$ cat src/rtl/input_feed_controller.sv
// Input feed controller: loads host words into a ROWS-wide row memory,
// then streams columns out with a diagonally skewed per-row valid.
module input_feed_controller #(
  parameter int ROWS = 4
) (
  input  logic            clk,
  input  logic            rst,
  input  logic            load_start,
  input  logic [7:0]      cols_m1,
  input  logic            host_valid,
  input  logic [15:0]     host_data,
  output logic            host_ready,
  input  logic            stream_en,
  input  logic            abort,
  output logic [9:0]      mem_addr,
  output logic [15:0]     mem_data,
  output logic            mem_write,
  output logic            mem_read,
  output logic            mem_rst,
  output logic [ROWS-1:0] row_valid,
  output logic            busy,
  output logic            done
);

  typedef enum logic [2:0] {
    IDLE,
    LOAD,
    ARM,
    STREAM,
    DRAIN
  } state_t;

  state_t     state;
  state_t     state_n;
  logic [9:0] wr_ptr;
  logic [7:0] rd_cnt;
  logic [7:0] cols;
  logic       accept;
  logic       rd_go;
  logic       start;
  logic       drain_end;

  always_comb begin
    state_n    = state;
    host_ready = (state == LOAD) && !abort;
    accept     = host_ready && host_valid;
    rd_go      = (state == STREAM) && stream_en && !abort;
    start      = (state == IDLE) && load_start && !abort;
    drain_end  = 1'b0;
    if (abort) begin
      state_n = IDLE;
    end else begin
      unique case (state)
        IDLE: begin
          if (load_start) state_n = LOAD;
        end
        LOAD: begin
          if (accept && wr_ptr == {cols, 2'b11}) state_n = ARM;
        end
        ARM: begin
          state_n = STREAM;
        end
        STREAM: begin
          if (rd_go && rd_cnt == cols) state_n = DRAIN;
        end
        DRAIN: begin
          // last read has left mem_read and the lower rows: it sits in the top row
          if (!mem_read && row_valid[ROWS-2:0] == '0) begin
            state_n   = IDLE;
            drain_end = 1'b1;
          end
        end
        default: state_n = IDLE;
      endcase
    end
  end

  always_ff @(posedge clk or posedge rst) begin
    if (rst) begin
      state     <= IDLE;
      wr_ptr    <= '0;
      rd_cnt    <= '0;
      cols      <= '0;
      mem_addr  <= '0;
      mem_data  <= '0;
      mem_write <= 1'b0;
      mem_read  <= 1'b0;
      mem_rst   <= 1'b0;
      row_valid <= '0;
      busy      <= 1'b0;
      done      <= 1'b0;
    end else begin
      state     <= state_n;
      busy      <= (state_n != IDLE);
      mem_write <= accept;
      mem_read  <= rd_go;
      mem_rst   <= (state_n == ARM);
      done      <= drain_end;
      if (abort) row_valid <= '0;
      else row_valid <= {row_valid[ROWS-2:0], mem_read};
      if (accept) begin
        mem_addr <= wr_ptr;
        mem_data <= host_data;
        wr_ptr   <= wr_ptr + 10'd1;
      end
      if (rd_go) rd_cnt <= rd_cnt + 8'd1;
      if (start) begin
        cols   <= cols_m1;
        wr_ptr <= '0;
        rd_cnt <= '0;
      end
    end
  end

endmodule

$ cat config.mk
export PLATFORM = sky130hd
export DESIGN_NAME = input_feed_controller
export DESIGN_NICKNAME = d
export VERILOG_FILES = /design/src/rtl/input_feed_controller.sv
export SDC_FILE = /design/constraint.sdc
export NUM_CORES = 1
export LEC_CHECK = 0
export CORE_ASPECT_RATIO = 1.4
export CORE_UTILIZATION = 40
export DETAILED_ROUTE_END_ITERATION = 12
export DONT_BUFFER_PORTS = 1
export PLACE_DENSITY_LB_ADDON = 0.05
export RECOVER_POWER = 25
export SLEW_MARGIN = 20
export SYNTH_ARGS = -nofsm -noshare
export SYNTH_HDL_FRONTEND = slang
export SYNTH_SLANG_ARGS = --single-unit
$ cat constraint.sdc
create_clock -name clk -period 3.3 [get_ports clk]
set_clock_uncertainty 0.15 [all_clocks]
set_input_delay 0.495 -clock clk [delete_from_list [all_inputs] [get_ports clk]]
set_output_delay 0.495 -clock clk [all_outputs]
set_load 0.02 [all_outputs]
Word level (Yosys, flattened, before mapping)
Cells that the tools add are included.

Output and inout bits: 36. Input bits: 30. Register bits: 64.

Reduce and logical (&&, ||, !) cells: 16. Eq/ne operators: 7. Muxes and demuxes: 14. Add/sub/neg operators: 2.

Operators by type and width (count): two-way mux 10 bit (2); two-way mux 8 bit (2); two-way mux 3 bit (5); one-hot mux 3 bit (5 select lines) (1); adder 10 x 1 -> 10 bit, second input constant (1); equality test 10 bit (1); equality test 3 x 2 -> 1 bit, second input constant (3); logical AND 1 bit (9); adder 8 x 1 -> 8 bit, second input constant (1); equality test 8 bit (1); logical NOT 3 bit (2); two-way mux 4 bit (1); nonzero test 2 bit (2); equality test 3 x 1 -> 1 bit, second input constant (1); equality test 3 bit, second input constant (1); two-way mux 1 bit (3); nonzero test 3 bit (1); logical NOT 1 bit (2).

Logic depth before layout (Yosys ltp)
Gate-level depths: netlist of run 1.

Word-level depth: 8. Depth in mapped cells: 8.

Worst setup path after synthesis of run 1
Ideal clock, no wire load.

Kind: input port to flip-flop. Start point: input port abort. End point: register busy. Path slack: 1287 ps. Cell stages on the path: 7. Arrival: 1732 ps. Required time: 3019 ps. Setup time: 131 ps. Path buffers: 1. Cell sequence: buf_2 nor4b_4 nand2_4 clkinv_4 nand4_2 a22oi_1 o31ai_1.

Cells in the longest elaborated chain, start to end: 8. Elaborated cells on any way between the ends: 11. Classes of those cells: mux: 4; reduce/logical: 7.

RTL lines: start: declaration (line 14) `input logic abort,`; logical NOT 1 bit (line 45) `host_ready = (state == LOAD) && !abort;`; logical AND 1 bit (line 45); named net host_ready (line 12) `output logic host_ready,`; logical AND 1 bit (line 46) `accept = host_ready && host_valid;`; logical AND 1 bit (line 58) `if (accept && wr_ptr == {cols, 2'b11}) state_n = ARM;`; two-way mux 3 bit (line 58); one-hot mux 3 bit (5 select lines) (line 53) `unique case (state)`; two-way mux 3 bit (line 50) `if (abort) begin`; nonzero test 3 bit (line 94) `busy <= (state_n != IDLE);`; end signal: assignment (line 94); end: declaration (line 21) `output logic busy,`.

The timed path passes the listed nets, and every way through them passes these cells. A chain may end at the register's enable or synchronous reset.

Final worst setup path of run 1
Start point: register state[1]. End point: register busy.

Cells in the longest elaborated chain, start to end: 8. Elaborated cells on any way between the ends: 18. Classes of those cells: eq/ne: 4; mux: 6; reduce/logical: 8.

RTL lines: start: declaration (line 33) `state_t state;`; start signal: assignment (line 93) `state <= state_n;`; equality test 3 x 1 -> 1 bit (line 45); logical AND 1 bit (line 45); named net host_ready (line 12); logical AND 1 bit (line 46); logical AND 1 bit (line 58); two-way mux 3 bit (line 58); one-hot mux 3 bit (5 select lines) (line 53); two-way mux 3 bit (line 50); nonzero test 3 bit (line 94).

The timed path passes the listed nets, and every way through them passes these cells.

==> impl_results.md, run 1 <==
* Outcome: complete, no violations
* Layout net count at 307
* Largest net degree at the start of global routing at 35
* Total GRT Usage at 16.65%
* Vias per Instance at 4.943
* CTS tree: done
* Post-route clock period utilization at 74.59%
* Crit. End Element: register
* Crit path to: busy$_DFF_PP0_
* # diodes at 0
* Detailed placement HPWL at 3834 um
* Synthesized flop and latch total at 64
* I/O Pins at 66
* Vias in the first global route at 1819
* Power Dens Cells at 585.1 mW/mm^2
* Crit path launch type: register
* DRT Pass-1 Iters at 4
* Cts bufs inserted at 9
* Hold WC Path Type: input port to register
* Drt initial violations at 97
* Final setup violating endpoints at 0
* Met2 routed WL at 2832 um
* Flop2flop setup slack at 0.84 ns
* Syn_nets at 303
* Post-layout minimum cycle time at 2.462 ns
* Maximum vdd drop at 0.4028 mV
* Pleak at 1.596 nW
* Mapped Cells at 271
* Crit-path max FO at 34
* # DRC at 0
* Synth warn at 0
* RR Endpoint: busy$_DFF_PP0_
* Met1 wire length at 2425 um
* Clk buf depth at 2
* Worst skew pair latency at 0.33 ns
* Chip height at 100.8 um
* Distinct cells, synth at 32
* Area delta synth->final at 10.50%
* RSZ-0062 raised after global routing: no
* Maxcap violations at 0
* Placer Congestion at 0.7467
* Post-Syn Area at 0.002788 mm^2
* Ys async rst share at 100.0%
* Metal3 WL at 268 um
* Hold Fails Final Rpt at 0
* Top Layer Used: met4
* Sequential-to-total area share from yosys stat at 57.45%
* Fmax at 0.4062 GHz
* Ratio of cells with drive above 1 in the final layout at 10.39%
* Critical Path Source: state[1]$_DFF_PP0_
* Setup_tns at 0 ns
* Area of the die at 0.007312 mm^2
* Hold_ws at 0.07775 ns
* Placed Area at 0.002864 mm^2
* Worst EP arrival at 2.51 ns
* Core area at 0.006656 mm^2
* Via count at 1834
* # rows at 35
* Antenna Nets Post-Route at 0
* Initial core utilization at 41.88%
* Fin util at 46.28%
* GRT Residual Overflow at 0
* Num Clock Sinks at 64
* Final Cell Area at 0.003080 mm^2
* Most used DFF post-synth: dfrtp_1
* Routed WL at 5567 um
* RR Startpoint: state[1]$_DFF_PP0_
* Setup CP Type: register to register
* Worst EP required at 3.35 ns
* Avg WL per Cell at 15.01 um
* Slew Limit Fails at 0
* Die Width at 72.56 um
* Syn Area/Cell at 10.29 um^2
* Clk Tree Root Cell: clkbuf_8
* Least-Margin Pin Slew at 0.7589 ns
* Slew headroom at 49.35%
* Htree depth at 3
* Port bufs at 0
* Initial antenna violation count at 0
* Global-route wire length before repair at 9045 um
* Reg2Reg Depth at 6
* Clock-pin slew on the worst setup and hold paths at 0.07 ns
* Post-synth EDFFs at 0
## cells by family after synthesis
kind of cell / count (synthesis) / synth area share [%]
AND/OR/NAND/NOR: 143 / 23.61
flip-flops: 64 / 57.45
XOR/XNOR: 32 / 10.05
buffers and inverters: 14 / 2.783
multiplexers: 9 / 3.591
AO/OA/AOI/OAI: 7 / 1.616
adder cells (fa/ha/maj): 2 / 0.8975
## worst min-delay path by stage
stage                               start                       to  slack, ns  depth (start not counted)
floorplan           wr_ptr[1]$_DFFE_PP0P_  mem_addr[1]$_DFFE_PP0P_       0.33                          2
global placement                      rst           busy$_DFF_PP0_       0.25                          1
detailed placement                    rst        mem_rst$_DFF_PP0_       0.25                          1
CTS                                 abort   row_valid[2]$_DFF_PP0_       0.06                          1
global route                        abort   row_valid[1]$_DFF_PP0_       0.05                          1
finish                              abort   row_valid[0]$_DFF_PP0_       0.08                          1
## cells in the final DEF (no fill, tap or decap), types with 2 or more instances in the layout
master	Yosys	layout
xor2_1	26	26
nor3_1	2	2
xnor2_1	6	6
dfrtp_1	64	64
a21oi_1	3	3
nand4_1	5	5
ha_1	2	2
clkbuf_8	0	12
nand3_1	5	5
buf_4	1	3
nor2_1	21	21
nor2b_1	4	4
and3_1	10	10
inv_1	2	2
nor4_1	4	4
nand2_1	83	83
mux2_2	8	8
nand2b_1	3	3
## worst max-delay path: stages (launching register included)
cell and delay [ns]:
dfrtp_1 0.47, nor4b_4 0.61, nand2_4 0.31, clkinv_4 0.30, nand4_2 0.18, a22oi_1 0.23
o31ai_1 0.09
## through the flow
stage	setup WS, ns	total power [W]	std cells
after floorplan	1.057	0.001088	271
final	0.8384	0.001802	371
after global routing	0.6164	0.001891	371
after global placement	0.8309	0.001124	355
after detailed placement	0.8138	0.001128	355
after CTS	0.7854	0.001836	371
## repair_timing
action	4_1_cts	5_1_grt
resized for setup	0	0
endpoints found under the hold margin	18	0
setup buffers	0	0
setup endpoints to repair	0	0
hold buffers	1	0
## power by group
group          switching, W  total (W)  leakage, nW  internal [W]
clock network      0.000287   0.000695        0.102      0.000407
registers          0.000117   0.000971        0.848      0.000854
logic             0.0000757   0.000137        0.646     0.0000611
total              0.000480    0.00180         1.60       0.00132
## cells in the mapped netlist, types with 3 or more instances
cell type,instances,area [um^2]
buf_2,7,35.03
nor2b_1,4,25.02
mux2_2,8,90.09
and3_1,10,62.56
nor4_1,4,25.02
nor2_1,21,78.83
nand4_1,5,31.28
dfrtp_1,64,1602
xor2_1,26,227.7
xnor2_1,6,52.55
nand2_1,83,311.6
nand2b_1,3,18.77
nand3_1,5,25.02
a21oi_1,3,15.01
## final cells by class
class,count,area [um^2]
Sequential cell,64,1602
Inverter,3,16.27
Tap cell,92,115.1
Timing Repair Buffer,4,32.53
Fill cell,660,3576
Clock buffer,13,168.9
Clock inverter,2,37.54
Multi-Input combinational cell,193,1109
## flip-flops by register name, summed over array words and instances, names as in the netlist
signal / flops
done: 1
row_valid: 4
mem_write: 1
busy: 1
cols: 8
state: 3
mem_addr: 10
mem_data: 16
mem_read: 1
rd_cnt: 8
mem_rst: 1
wr_ptr: 10
## layer usage
metal  vias to the layer above  GRT usage (%)
li1                        886              -
met1                       898          20.27
met2                        48          26.96
met3                         2          6.100
met4                         0          5.882
met5                         -              0
Power figures use the tool's default switching activity.
==> run 2, diff against run 1 <==
==> constraint.sdc (replaced) <==
create_clock -name clk -period 2.1 [get_ports clk]
set_clock_uncertainty 0.15 [all_clocks]
set_input_delay 0.315 -clock clk [delete_from_list [all_inputs] [get_ports clk]]
set_output_delay 0.315 -clock clk [all_outputs]
set_load 0.02 [all_outputs]
==> run 2 against run 1 <==
Non-clock buffer count rose by 32; critical path depth unchanged; critical endpoint unchanged; highest routed layer unchanged; cell count rose by 8.4%; worst hold slack got worse by 0.027 ns.
==> impl_results.md, run 2 (synthesized netlist as in run 1, its figures left out) <==
* Most frequent cells in the layout: nand2_1 (83), dfrtp_1 (64), xor2_1 (26), dlygate4sd3_1 (26), nor2_1 (21)
* Reg2Reg Depth at 6 (unchanged)
* Power Dens Cells at 822.9 mW/mm^2 (+41%)
* Chip height at 100.8 um (unchanged)
* Hold Path Depth at 2 (+1)
* CTS resizes at 0 (unchanged)
* CTS tree: done
* Worst Min Path Start: abort
* # diodes at 0 (unchanged)
* Post-CTS setup buffers at 0 (unchanged)
* Flop2flop setup slack at 0.19 ns (-0.64 ns)
* Detailed placement HPWL at 3887 um (+1.4%)
* Crit path cell chain: nor4b_4 > nand2_4 > clkinv_4 > nand4_2 > a22oi_1 > o31ai_1
* Core area at 0.006656 mm^2 (unchanged)
* RSZ-0062 raised after global routing: no
* Worst EP arrival at 1.97 ns (-0.54 ns)
* Maximum vdd drop at 0.4292 mV (+6.5%)
* GRT Residual Overflow at 0 (unchanged)
* Layout net count at 339 (+10%)
* Crit path launch type: register
* Hold_ws at 0.05055 ns (-0.02720 ns)
* Worst skew pair latency at 0.33 ns (about the same)
* Placer Congestion at 0.7236 (-3.1%)
* Pleak at 1.731 nW (+8.4%)
* Antenna Nets Post-Route at 0 (unchanged)
* Vias per Instance at 4.841 (-2.1%)
* Crit. End Element: register
* RR Endpoint: busy$_DFF_PP0_
* Avg WL per Cell at 14.59 um (-2.8%)
* Commonest non-fill, non-tap cell in the layout: nand2_1
* Outcome: complete, no violations
* RR Startpoint: state[2]$_DFF_PP0_
* Clock-pin slew on the worst setup and hold paths at 0.07 ns (about the same)
* Pwr Total at 0.002768 W (+54%)
* Htree depth at 3 (unchanged)
* Num Clock Sinks at 64 (unchanged)
* Port bufs at 0 (unchanged)
* Hold_buf cts at 26 (+25)
* Slew headroom at 41.64% (-7.7 points)
* # DRC at 0 (unchanged)
* Register name with the most flops: mem_data
* Ratio of cells with drive above 1 in the final layout at 11.61% (+1.2 points)
* Die Width at 72.56 um (unchanged)
* Max incr delay on CP at 0.48 ns (-0.13 ns)
* Setup CP Type: register to register
* Hold WC Path Type: input port to register
* Top Registers: mem_data x16, mem_addr x10, wr_ptr x10
* Fmax at 0.5246 GHz (+29%)
* Crit-path slowest cell: dfrtp_1
* Setup_tns at 0 ns (unchanged)
* Hold Fails Final Rpt at 0 (unchanged)
* Total GRT Usage at 17.49% (+0.84 points)
* Post-route clock period utilization at 90.77% (+16 points)
* Initial antenna violation count at 0 (unchanged)
* Area delta synth->final at 20.65%
* Cts bufs inserted at 9 (unchanged)
* I/O Pins at 66 (unchanged)
* Hold Path End: state[2]$_DFF_PP0_
* Least-Margin Pin Slew at 0.8754 ns (+0.1164 ns)
* Initial core utilization at 41.88% (unchanged)
* Clk Tree Root Cell: clkbuf_8
* Maxcap violations at 0 (unchanged)
* Final setup violating endpoints at 0 (unchanged)
* Clk buf depth at 2 (unchanged)
* Slew Limit Fails at 0 (unchanged)
* Global-route wire length before repair at 9404 um (+4.0%)
* Drt initial violations at 130 (+34%)
* # rows at 35 (unchanged)
* Area of the die at 0.007312 mm^2 (unchanged)
* Routed WL at 5864 um (+5.3%)
* Via count at 1946 (+6.1%)
* Worst EP required at 2.16 ns (-1.19 ns)
* DRT Pass-1 Iters at 4 (unchanged)
* Post-layout minimum cycle time at 1.906 ns (-0.5555 ns)
* Max reg flops at 16 (unchanged)
* Vias in the first global route at 1922 (+5.7%)
* Largest net degree at the start of global routing at 65 (+86%)
* Crit-path max FO at 22 (-35%)
## run 2: worst max-delay path by stage
stage	startpoint	to	slack, ns	cells past startpoint
2_1_floorplan	rst	busy$_DFF_PP0_	0.04	1
3_3_place_gp	state[2]$_DFF_PP0_	busy$_DFF_PP0_	0.22	6
3_5_place_dp	state[2]$_DFF_PP0_	busy$_DFF_PP0_	0.18	6
4_1_cts	state[2]$_DFF_PP0_	busy$_DFF_PP0_	0.16	6
5_1_grt	state[2]$_DFF_PP0_	busy$_DFF_PP0_	0.03	6
6_report	state[2]$_DFF_PP0_	busy$_DFF_PP0_	0.19	6
## run 2: per-stage QoR
| step | cell area, um^2 | std cells | utilization (%) | setup WS, ns |
|---|---|---|---|---|
| after floorplan | 2788 | 271 | - | 0.03690 |
| after global placement | 2942 | 362 | 44.19 | 0.2227 |
| after detailed placement | 2942 | 362 | 44.19 | 0.1760 |
| after CTS | 3376 | 402 | 50.71 | 0.1626 |
| after global routing | 3363 | 402 | 50.53 | 0.03017 |
| final | 3363 | 402 | 50.53 | 0.1939 |
## run 2: area by class of cell
| cell class | count | area [um^2] |
|---|---|---|
| fillers | 654 | 3293 |
| flip-flops and latches | 64 | 1602 |
| multi-input cells | 193 | 1109 |
| repair buffers | 36 | 347.8 |
| clock buffers | 9 | 123.9 |
| well taps | 92 | 115.1 |
| clock inverters | 5 | 50.05 |
| inverters | 3 | 16.27 |
## run 2: power by group
| part | switching (W) | internal, W |
|---|---|---|
| sequential | 0.000182 | 0.00134 |
| clock | 0.000455 | 0.000526 |
| combinational | 0.000132 | 0.000132 |
| total | 0.000768 | 0.00200 |
## run 2: critical path, delay by kind of cell, from the launching register on
family                 cells  cell delay [ns]
AOI/OAI and AO/OA          2             0.33
buffers and inverters      1             0.15
DFF                        1             0.48
and+or+nand+nor            3             0.67
## run 2: per-layer routing
layer,global-route usage [%],vias up,routed length [um]
li1,-,949,-
met1,20.58,944,2610
met2,29.26,45,2896
met3,3.700,8,256
met4,9.955,0,101
met5,0,-,0
==> run 3, diff against run 2 <==
--- a/config.mk
+++ b/config.mk
@@ -9,6 +9,7 @@
 export CORE_UTILIZATION = 40
 export DETAILED_ROUTE_END_ITERATION = 12
 export DONT_BUFFER_PORTS = 1
+export MAX_ROUTING_LAYER = met4
 export PLACE_DENSITY_LB_ADDON = 0.05
 export RECOVER_POWER = 25
 export SLEW_MARGIN = 20
==> constraint.sdc (replaced) <==
create_clock -name clk -period 2.1 [get_ports clk]
set_clock_uncertainty 0.15 [all_clocks]
set_input_delay 0.315 -clock clk [delete_from_list [all_inputs] [get_ports clk]]
set_output_delay 0.315 -clock clk [all_outputs]
set_load 0.005 [all_outputs]
==> run 3 against run 2 <==
Register-to-register slack barely moved; via count fell by 1.2%; critical endpoint unchanged; first-iteration DRC count fell by 7.7%; non-clock buffer count shrank 1; critical path type unchanged; sequential share of layout area down 0.53 points; largest power group unchanged; die area unchanged; count of clock-buffer cells in the layout up 4; setup slack better by 0.00072 ns; global-route usage up 0.87 points; final area increased by 1.1%.
==> impl_results.md, run 3 (synthesized netlist as in run 1, its figures left out) <==
* Outcome: complete, no violations
* Cts bufs inserted at 9 (unchanged)
* Maximum vdd drop at 0.6967 mV (+62%)
* Crit. End Element: register
* Reg area at 0.001602 mm^2 (unchanged)
* Crit-path max FO at 17 (-23%)
* Slew headroom at 41.99% (+0.34 points)
* Cell Count, Final, Fillers Out at 403 (+0.25%)
* Clk buf depth at 2 (unchanged)
* Initial core utilization at 41.88% (unchanged)
* Via count at 1922 (-1.2%)
* Clock-pin slew on the worst setup and hold paths at 0.07 ns (about the same)
* Drt initial violations at 120 (-7.7%)
* Core area at 0.006656 mm^2 (unchanged)
* Max incr delay on CP at 0.46 ns (-0.02 ns)
* Setup_tns at 0 ns (unchanged)
* Clk Tree Root Cell: clkbuf_8
* Placer Congestion at 0.7709 (+6.5%)
* Detailed placement HPWL at 3806 um (-2.1%)
* Placed insts at 361 (-0.28%)
* Largest net degree at the start of global routing at 65 (unchanged)
* Avg WL per Cell at 14.58 um (about the same)
* Num Clock Sinks at 64 (unchanged)
* Register name with the most flops: mem_data
* Worst EP required at 2.18 ns (+0.02 ns)
* GRT Residual Overflow at 0 (unchanged)
* # DRC at 0 (unchanged)
* Htree depth at 3 (unchanged)
* Crit-path slowest cell: dfrtp_1
* Crit path cell chain: nor4b_4 > nand2_4 > clkinv_4 > nand4_2 > a41o_1 > o31ai_1
* Final setup violating endpoints at 0 (unchanged)
* Maxcap violations at 0 (unchanged)
* Pleak at 1.739 nW (+0.45%)
* Area delta synth->final at 21.99%
* Worst skew pair latency at 0.34 ns (about the same)
* Global-route wire length before repair at 9660 um (+2.7%)
* Most frequent cells in the layout: nand2_1 (83), dfrtp_1 (64), xor2_1 (26), dlygate4sd3_1 (26), nor2_1 (21)
* I/O Pins at 66 (unchanged)
* Area of the die at 0.007312 mm^2 (unchanged)
* Die Width at 72.56 um (unchanged)
* Worst EP arrival at 1.99 ns (+0.02 ns)
* RSZ-0062 raised after global routing: no
* Post-route clock period utilization at 90.73% (about the same)
* Top Registers: mem_data x16, mem_addr x10, wr_ptr x10
* Hold Fails Final Rpt at 0 (unchanged)
* Port bufs at 0 (unchanged)
* Chip height at 100.8 um (unchanged)
* Initial antenna violation count at 0 (unchanged)
* Post-layout minimum cycle time at 1.905 ns (-0.0007210 ns)
* Total GRT Usage at 18.36% (+0.87 points)
* Slew Limit Fails at 0 (unchanged)
* Commonest non-fill, non-tap cell in the layout: nand2_1
* # rows at 35 (unchanged)
* Area occupied by multi-input gates at 0.001114 mm^2 (+0.45%)
* Antenna Nets Post-Route at 0 (unchanged)
* Max reg flops at 16 (unchanged)
* Routed WL at 5876 um (+0.20%)
* FILL cells at 627 (-4.1%)
* Power Dens Cells at 838.4 mW/mm^2 (+1.9%)
* Hold WC Path Type: input port to register
* Setup CP Type: register to register
* Vias in the first global route at 1934 (+0.62%)
* Fmax at 0.5248 GHz (about the same)
* # diodes at 0 (unchanged)
* Vias per Instance at 4.769 (-1.5%)
* Post-CTS setup buffers at 0 (unchanged)
* Crit path launch type: register
* DRT Pass-1 Iters at 4 (unchanged)
* Layout net count at 338 (-0.29%)
* Least-Margin Pin Slew at 0.8702 ns (-0.005155 ns)
* CTS tree: done
* Ratio of cells with drive above 1 in the final layout at 11.25% (-0.36 points)
[run 3: area by class of cell]
| class | count | share of cell area [%] |
|---|---|---|
| multi-input combinational | 193 | 32.74 |
| tap | 92 | 3.385 |
| inverter | 3 | 0.4783 |
| timing repair buffer | 35 | 10.01 |
| clock buffer | 13 | 4.378 |
| clock inverter | 3 | 1.913 |
| sequential | 64 | 47.09 |
[run 3: stage by stage]
| step | utilization, % | instance area [um^2] | setup slack [ns] | hold slack, ns | power, W |
|---|---|---|---|---|---|
| floorplan | - | 2788 | 0.03690 | 0.2704 | 0.001626 |
| global placement | 44.08 | 2934 | 0.2339 | 0.1561 | 0.001696 |
| detailed placement | 44.08 | 2934 | 0.1783 | 0.1531 | 0.001701 |
| CTS | 51.20 | 3408 | 0.1539 | 0.01138 | 0.002899 |
| global route | 51.09 | 3401 | 0.02635 | 0.01453 | 0.003015 |
| finish | 51.09 | 3401 | 0.1946 | 0.01923 | 0.002851 |
[run 3: routing by layer]
metal	up-vias	routed length, um	global-route usage [%]
met5	-	0	-
met4	0	68	7.692
met3	12	277	6.000
met2	45	2954	28.90
met1	918	2576	21.45
li1	947	-	-
[run 3: worst max-delay path: cells and delay by family (launching register included)]
| family | cells | cell delay [ns] |
|---|---|---|
| simple gates | 3 | 0.73 |
| flops | 1 | 0.46 |
| compound gates | 2 | 0.34 |
| buf+inv | 1 | 0.13 |
[run 3: worst paths after layout]
path / from / endpoint / slack, ns / cells after the start
setup / recovery: state[1]$_DFF_PP0_ / busy$_DFF_PP0_ / 0.19 / 6
max in group asynchronous: rst / rd_cnt[5]$_DFFE_PP0P_ / 0.68 / 3
min in group asynchronous: rst / mem_data[3]$_DFFE_PP0P_ / 0.57 / 3
setup reg to reg: state[1]$_DFF_PP0_ / busy$_DFF_PP0_ / 0.19 / 6
hold reg to reg: mem_addr[4]$_DFFE_PP0P_ / mem_addr[4]$_DFFE_PP0P_ / 0.35 / 2
hold / removal: host_valid / mem_write$_DFF_PP0_ / 0.02 / 2
[run 3: repair_timing]
action / 4_1_cts / 5_1_grt
resized for setup: 0 / 1
setup endpoints to repair: 0 / 1
hold endpoints to repair: 95 / 0
hold buffers: 26 / 0
[run 3: where the power goes]
group / switching (W) / internal [W]
logic: 0.000127 / 0.000134
clock network: 0.000445 / 0.000701
registers: 0.000102 / 0.00134
total: 0.000674 / 0.00218
